## src/rtl/driver_mon_pkg.sv

```systemverilog
// Shared types for the driver-monitor scoring front end: channel count,
// data width, channel tag and weight-bank index names.
package driver_mon_pkg;

   localparam int N_CH = 4;
   localparam int DW   = 8;
   localparam int CH_W = $clog2(N_CH);

   typedef logic [CH_W-1:0] ch_t;
   typedef logic [DW-1:0]   data_t;

   typedef enum logic [1:0] {
      W_ACCEL = 2'd0,
      W_JERK  = 2'd1,
      W_STEER = 2'd2,
      W_BRAKE = 2'd3
   } w_idx_t;

   typedef struct packed {
      logic valid;
      ch_t  ch;
   } tag_t;

endpackage

```

## src/rtl/score_scheduler_if.sv

```systemverilog
// Request/result bus between the sensor front-ends and the scheduler.
interface score_scheduler_if;
   import driver_mon_pkg::*;

   logic [N_CH-1:0]    req_valid;
   logic [N_CH-1:0]    req_ready;
   logic [N_CH*DW-1:0] req_accel;
   logic [N_CH*DW-1:0] req_jerk;
   logic [N_CH*DW-1:0] req_steer;
   logic [N_CH*DW-1:0] req_brake;
   logic               res_valid;
   ch_t                res_ch;
   data_t              res_score;

   modport master (
      output req_valid, req_accel, req_jerk, req_steer, req_brake,
      input  req_ready, res_valid, res_ch, res_score
   );

   modport slave (
      input  req_valid, req_accel, req_jerk, req_steer, req_brake,
      output req_ready, res_valid, res_ch, res_score
   );

endinterface

```

## src/rtl/rr_arbiter.sv

```systemverilog
// Round-robin arbiter: combinational one-hot grant searched from the pointer,
// pointer moves just past the winner on each grant.
module rr_arbiter #(
   parameter int N  = 4,
   parameter int IW = $clog2(N)
) (
   input  logic          clk,
   input  logic          rst,
   input  logic [N-1:0]  req,
   output logic [N-1:0]  grant,
   output logic [IW-1:0] grant_idx,
   output logic          grant_valid
);

   logic [IW-1:0] ptr_q;
   logic [IW-1:0] idx;

   // N is a power of two, so the pointer offset wraps for free.
   always_comb begin
      grant       = '0;
      grant_idx   = '0;
      grant_valid = 1'b0;
      idx         = '0;
      for (int i = 0; i < N; i++) begin
         idx = ptr_q + IW'(i);
         if (!grant_valid && req[idx]) begin
            grant_valid = 1'b1;
            grant_idx   = idx;
            grant[idx]  = 1'b1;
         end
      end
   end

   // NOTE: sequential state uses non-blocking assignments so every flop samples pre-edge values.
   always_ff @(posedge clk or posedge rst) begin
      if (rst) begin
         ptr_q <= '0;
      end else if (grant_valid) begin
         ptr_q <= grant_idx + IW'(1);
      end
   end

endmodule

```

## src/rtl/score_scheduler.sv

```systemverilog
// Shares one 3-stage scoring pipeline between N_CH channels: arbitration,
// weight banks, tag tracking, tagged result capture and sticky high-score alerts.
module score_scheduler
   import driver_mon_pkg::*;
#(
   parameter data_t ALERT_TH  = 8'd200,
   parameter int    ALERT_CNT = 3
) (
   input  logic             clk,
   input  logic             rst,
   input  logic             en,
   score_scheduler_if.slave bus,
   input  logic             cfg_we,
   input  ch_t              cfg_ch,
   input  logic [1:0]       cfg_idx,
   input  data_t            cfg_wdata,
   output data_t            p_accel,
   output data_t            p_jerk,
   output data_t            p_steer,
   output data_t            p_brake,
   output data_t            p_w0,
   output data_t            p_w1,
   output data_t            p_w2,
   output data_t            p_w3,
   input  data_t            p_score,
   output logic [N_CH-1:0]  alert,
   input  logic [N_CH-1:0]  alert_clr,
   output logic             busy
);

   localparam logic [3:0] CNT_MAX = 4'(ALERT_CNT);

   logic [N_CH-1:0] cand;
   logic [N_CH-1:0] grant;
   ch_t             gidx;
   logic            gvalid;
   data_t           wbank [N_CH][4];
   tag_t            tag_q [4];
   logic [3:0]      cnt_q [N_CH];

   assign cand          = en ? bus.req_valid : '0;
   assign bus.req_ready = grant;

   rr_arbiter #(.N(N_CH), .IW(CH_W)) u_arb (
      .clk         (clk),
      .rst         (rst),
      .req         (cand),
      .grant       (grant),
      .grant_idx   (gidx),
      .grant_valid (gvalid)
   );

   // NOTE: the weight bank is a small flop array, so it is reset like any other register.
   always_ff @(posedge clk or posedge rst) begin
      if (rst) begin
         for (int c = 0; c < N_CH; c++)
            for (int w = 0; w < 4; w++)
               wbank[c][w] <= '0;
      end else if (cfg_we) begin
         wbank[cfg_ch][cfg_idx] <= cfg_wdata;
      end
   end

   // A same-edge weight write is not visible here until the next grant.
   always_ff @(posedge clk or posedge rst) begin
      if (rst) begin
         p_accel <= '0;
         p_jerk  <= '0;
         p_steer <= '0;
         p_brake <= '0;
         p_w0    <= '0;
         p_w1    <= '0;
         p_w2    <= '0;
         p_w3    <= '0;
      end else if (gvalid) begin
         p_accel <= bus.req_accel[gidx*DW +: DW];
         p_jerk  <= bus.req_jerk[gidx*DW +: DW];
         p_steer <= bus.req_steer[gidx*DW +: DW];
         p_brake <= bus.req_brake[gidx*DW +: DW];
         p_w0    <= wbank[gidx][W_ACCEL];
         p_w1    <= wbank[gidx][W_JERK];
         p_w2    <= wbank[gidx][W_STEER];
         p_w3    <= wbank[gidx][W_BRAKE];
      end
   end

   always_ff @(posedge clk or posedge rst) begin
      if (rst) begin
         for (int i = 0; i < 4; i++)
            tag_q[i] <= '0;
      end else begin
         tag_q[0] <= '{valid: gvalid, ch: gidx};
         for (int i = 1; i < 4; i++)
            tag_q[i] <= tag_q[i-1];
      end
   end

   always_ff @(posedge clk or posedge rst) begin
      if (rst) begin
         bus.res_valid <= 1'b0;
         bus.res_ch    <= '0;
         bus.res_score <= '0;
      end else begin
         bus.res_valid <= tag_q[3].valid;
         if (tag_q[3].valid) begin
            bus.res_ch    <= tag_q[3].ch;
            bus.res_score <= p_score;
         end
      end
   end

   // Clear has priority over a qualifying capture on the same edge.
   always_ff @(posedge clk or posedge rst) begin
      if (rst) begin
         for (int c = 0; c < N_CH; c++) begin
            cnt_q[c] <= '0;
            alert[c] <= 1'b0;
         end
      end else begin
         for (int c = 0; c < N_CH; c++) begin
            if (alert_clr[c]) begin
               cnt_q[c] <= '0;
               alert[c] <= 1'b0;
            end else if (tag_q[3].valid && tag_q[3].ch == CH_W'(c)) begin
               if (p_score >= ALERT_TH) begin
                  if (cnt_q[c] != CNT_MAX) begin
                     cnt_q[c] <= cnt_q[c] + 4'd1;
                     if (cnt_q[c] + 4'd1 == CNT_MAX)
                        alert[c] <= 1'b1;
                  end
               end else begin
                  cnt_q[c] <= '0;
               end
            end
         end
      end
   end

   assign busy = tag_q[0].valid | tag_q[1].valid | tag_q[2].valid | tag_q[3].valid;

endmodule

```

## src/flat_wrapper.sv

```systemverilog
// flat-port wrapper written by rule: the top's interface ports become plain ports
module score_scheduler_flat import driver_mon_pkg::*;
#(
   parameter data_t ALERT_TH  = 8'd200,
   parameter int    ALERT_CNT = 3
)
  (clk, rst, en, cfg_we, cfg_ch, cfg_idx, cfg_wdata, p_accel, p_jerk, p_steer, p_brake, p_w0, p_w1, p_w2, p_w3, p_score, alert, alert_clr, busy, bus_req_valid, bus_req_accel, bus_req_jerk, bus_req_steer, bus_req_brake, bus_req_ready, bus_res_valid, bus_res_ch, bus_res_score);
  score_scheduler_if bus_i ();
  input  logic clk;
  input  logic rst;
  input  logic en;
  input  logic cfg_we;
  input  ch_t cfg_ch;
  input  logic [1:0] cfg_idx;
  input  data_t cfg_wdata;
  output data_t p_accel;
  output data_t p_jerk;
  output data_t p_steer;
  output data_t p_brake;
  output data_t p_w0;
  output data_t p_w1;
  output data_t p_w2;
  output data_t p_w3;
  input  data_t p_score;
  output logic [N_CH-1:0] alert;
  input  logic [N_CH-1:0] alert_clr;
  output logic busy;
  input wire logic [$bits(bus_i.req_valid)-1:0] bus_req_valid;
  input wire logic [$bits(bus_i.req_accel)-1:0] bus_req_accel;
  input wire logic [$bits(bus_i.req_jerk)-1:0] bus_req_jerk;
  input wire logic [$bits(bus_i.req_steer)-1:0] bus_req_steer;
  input wire logic [$bits(bus_i.req_brake)-1:0] bus_req_brake;
  output wire logic [$bits(bus_i.req_ready)-1:0] bus_req_ready;
  output wire logic [$bits(bus_i.res_valid)-1:0] bus_res_valid;
  output wire logic [$bits(bus_i.res_ch)-1:0] bus_res_ch;
  output wire logic [$bits(bus_i.res_score)-1:0] bus_res_score;
  assign bus_i.req_valid = bus_req_valid;
  assign bus_i.req_accel = bus_req_accel;
  assign bus_i.req_jerk = bus_req_jerk;
  assign bus_i.req_steer = bus_req_steer;
  assign bus_i.req_brake = bus_req_brake;
  assign bus_req_ready = bus_i.req_ready;
  assign bus_res_valid = bus_i.res_valid;
  assign bus_res_ch = bus_i.res_ch;
  assign bus_res_score = bus_i.res_score;
  score_scheduler #(.ALERT_TH(ALERT_TH), .ALERT_CNT(ALERT_CNT)) u_core (.clk(clk), .rst(rst), .en(en), .bus(bus_i), .cfg_we(cfg_we), .cfg_ch(cfg_ch), .cfg_idx(cfg_idx), .cfg_wdata(cfg_wdata), .p_accel(p_accel), .p_jerk(p_jerk), .p_steer(p_steer), .p_brake(p_brake), .p_w0(p_w0), .p_w1(p_w1), .p_w2(p_w2), .p_w3(p_w3), .p_score(p_score), .alert(alert), .alert_clr(alert_clr), .busy(busy));
endmodule
```

## config.mk

```make
export PLATFORM = sky130hd
export DESIGN_NAME = score_scheduler_flat
export DESIGN_NICKNAME = d
export VERILOG_FILES = /design/src/rtl/driver_mon_pkg.sv /design/src/rtl/score_scheduler_if.sv /design/src/rtl/rr_arbiter.sv /design/src/rtl/score_scheduler.sv /design/src/flat_wrapper.sv
export SDC_FILE = /design/constraint.sdc
export NUM_CORES = 1
export LEC_CHECK = 0
export ABC_AREA = 1
export CAP_MARGIN = 25
export CORE_MARGIN = 2
export CORE_UTILIZATION = 35
export CTS_CLUSTER_DIAMETER = 30
export DETAILED_ROUTE_END_ITERATION = 16
export PLACE_DENSITY_LB_ADDON = 0.08
export SKIP_LAST_GASP = 1
export SYNTH_ARGS = -nofsm -noshare
export SYNTH_HDL_FRONTEND = slang
export SYNTH_SLANG_ARGS = --single-unit
```

## constraint.sdc

```tcl
create_clock -name clk -period 20.9 [get_ports clk]
set_clock_uncertainty 0.1 [all_clocks]
set_input_delay 4.18 -clock clk [delete_from_list [all_inputs] [get_ports clk]]
set_output_delay 4.18 -clock clk [all_outputs]
set_load 0.01 [all_outputs]
```

==> flow_summary.toml <==
[synthesis]
synth-simple-area-share = 0.329
synth_edf_count = 0
yosysUniqueCellTypes = 33
avgSynthCellArea_um2 = 7.33
synth-seq-area-share = 0.480
yosys_warnings = 0
synth.most_common_cell = "nand2_1"
synthXorXnorAreaFrac = 0.00567
yosysTopAreaCell = "dfrtp_1"
synthMuxAreaShare = 0
synthTopCellsByArea = "dfrtp_1 48%, nand2_1 21%, nand3_1 9.3%"
ys_top_cells_by_count = "705 x nand2_1, 237 x dfrtp_1, 230 x nand3_1"
synth_ff_type = "dfrtp_1"
synth_nets = 1862
synth.top_cell.area_share = 0.480
synth_fa_ha_area_frac = 0.0162
netlist_instances = 1686
synth_top_family_by_area = "simple AND/OR/NAND/NOR gates"
netlist_area_um2 = 12400
ys_ff_latch = 237
async_flop_share = 1.00
synth_compound_area_frac = 0.0728

[layout]
area_delta_synth_final_pct = 40.2
nets = 2087
drive_above_1_share = 0.0703
stdcell_count = 2419

[power_and_ir_drop]
leakage_nw = 8.82
power.switching_w = 0.00143
pwr-share-seq = 0.204
p_comb_frac = 0.479
p_int_w = 0.00189
peakVddDrop_uv = 193
powerDensity_nw_per_um2 = 192
power_frac_clock = 0.317
sw_frac_of_total = 0.431

[setup_path]
crit_chain = "clkdlybuf4s50_1, nand3_1, nand3_1, nand2_2, nor3_1, a22oi_1, o211ai_1, clkdlybuf4s50_1"
path_delay_family = "buffers and inverters"
cp.arrival_ps = 6580
critPathRequiredTime_ps = 16620
slowest_delay_ps = 710
slowest_stage = "clkdlybuf4s50_1"
worstSetupStartpointType = "input port"
crit_fanout = 12
endpoint_kind = "output pin"
crit_buf_inv = 2
crit_type = "input port to output pin"

[placement]
dp_cells = 2295
dp_hpwl_um = 23400
gp_congestion = 0.828
port_buffers = 243

[clocking]
postCtsSetupBuffers = 0
cts_buffer_depth = 3
clkTransAtPathRegs_ps = 50
cts_root_buf = "clkbuf_16"
numCtsBuffers = 68
cts_tree = "yes"
cts_sinks = 237
cts-resized-gates = 0
clock_latency_ps = 560
holdBufCountCts = 0
h-tree-depth = 3

[detailed_routing]
drc = 0
routed_via_density = 4.75
drt_wl_total_um = 38600
post_drt_wl_per_cell_um = 16.0
num_vias = 11498
drtAntennaViolNets = 0
firstDrtPassIters = 5
drt_iter0_markers = 656

[sta]
clock.fmax_mhz = 92.1
fin_crit_ps = 10860
tightest_slew_ps = 920
relSlewSlack = 0.387
setup_viol = 0
slew_viol_final = 0
min_period_over_period = 0.519
hold_viol = 0
rsz0062_at_grt = "false"
final.setup.tns_ps = 0

[global_route]
antenna_found_initial = 1
grt_usage = 0.211
grt_pass1_vias = 11210
overflow = 0
grt_first_pass_wirelength_um = 61000
grt_max_degree = 130

[flow_run]
maxCapViolCount = 0

[die]
ios = 244
fp-row-count = 68
start_util = 0.357
fp.coreArea_um2 = 34600
die_x_um = 192
dieArea_um2 = 36800
die_y_um = 192

[status]
status = "completed"

[hold_path]
worstHoldPathType = "flip-flop to flip-flop"
-- layout by cell type, fill, tap and decap left out, types with 2 or more instances in the layout --
cell type        instances
a21oi_1                  3
a22oi_1                  6
buf_4                    8
bufinv_16                8
clkbuf_1                15
clkbuf_16               72
clkbuf_8                11
clkdlybuf4s50_1        243
clkinv_2                10
dfrtp_1                237
diode_2                  2
ha_1                    16
inv_1                  172
inv_2                    4
inv_6                    3
nand2_1                704
nand2_2                  6
nand2_4                  3
nand3_1                230
nand3_2                  4
nand3b_1                 2
nand4_1                  2
nor2_1                  17
nor3_1                   4
nor3b_1                  2
o211ai_1                 4
o21a_1                   3
o21ai_0                147
o22ai_1                  5
xnor2_1                  3
xor2_1                   5
-- final timing paths --
check,startpoint,end,slack (ps),depth (start not counted)
setup / recovery,en,bus_req_ready[0],10040,8
hold / removal,u_core.tag_q[10],u_core.tag_q[7],230,0
setup reg to reg,u_core.u_arb.ptr_q[0],u_core.p_accel[6],16940,15
hold reg to reg,u_core.tag_q[10],u_core.tag_q[7],230,0
max in group asynchronous,rst,u_core.p_steer[7],15160,3
min in group asynchronous,rst,u_core.p_jerk[4],4060,2
-- flip-flops by register name, summed over array words and instances, names as in the netlist --
signal	count
u_core.p_w0	8
u_core.bus.res_ch	2
u_core.p_w1	8
u_core.alert	4
u_core.tag_q	12
u_core.u_arb.ptr_q	2
u_core.p_steer	8
u_core.p_brake	8
u_core.bus.res_score	8
u_core.p_w2	8
u_core.p_w3	8
u_core.p_accel	8
u_core.cnt_q	16
u_core.wbank	128
u_core.bus.res_valid	1
u_core.p_jerk	8
-- through the flow --
stage                     power (W)  setup slack [ps]  cell area, µm²  utilization  hold WS [ps]
after floorplan             0.00181             10120           12400            -           231
after global placement      0.00228             10050           14900        0.431           233
after detailed placement    0.00229             10050           14900        0.431           235
after CTS                   0.00336             10040           17300        0.500           240
after global routing        0.00362              9800           17300        0.500           251
final                       0.00332             10040           17300        0.501           234
-- power groups by stage --
stage               Sequential [W]  Combinational (W)  Clock [W]
finish                    0.000678            0.00159    0.00105
global route              0.000695            0.00183    0.00110
detailed placement        0.000683            0.00161          0
global placement          0.000680            0.00160          0
floorplan                 0.000697            0.00111          0
CTS                       0.000679            0.00161    0.00107
-- metal layers --
metal  routed length (µm)  part of all wire  track usage
met5                    9           0.00023            0
met4                  940             0.024       0.0790
met1                17500              0.45        0.282
met3                 2900             0.075       0.0534
met2                17300              0.45        0.330
-- cell type report --
class                   instances  area (µm²)
well taps                     455         569
diodes                          2        5.00
repair buffers                252        2520
flip-flops and latches        237        5930
clock inverters                23         353
fillers                      3366       17300
clock buffers                  98        2010
inverters                     178         678
multi-input cells            1174        5270
-- logic make-up (layout without fill, tap and decap cells) --
group / count (synthesis) / after routing
adder cells (fa/ha/maj): 16 / 16
buffers and inverters: 275 / 551
AND/OR/NAND/NOR: 979 / 979
other: 0 / 2
AO/OA/AOI/OAI: 171 / 171
XOR/XNOR: 8 / 8
flip-flops: 237 / 237
-- worst register-to-register path, cell delays in order, from the launching register on --
cell	delay, ps
dfrtp_1	700
inv_4	150
ha_1	430
inv_1	120
nand2_1	90
nand2_2	90
nand2_2	90
nand2_1	90
nand2_4	640
nand2_8	700
nand2_1	240
nand2_1	120
nand2_1	80
nand2_1	60
nand2_1	60
nand2_1	60
Power figures use the tool's default switching activity.
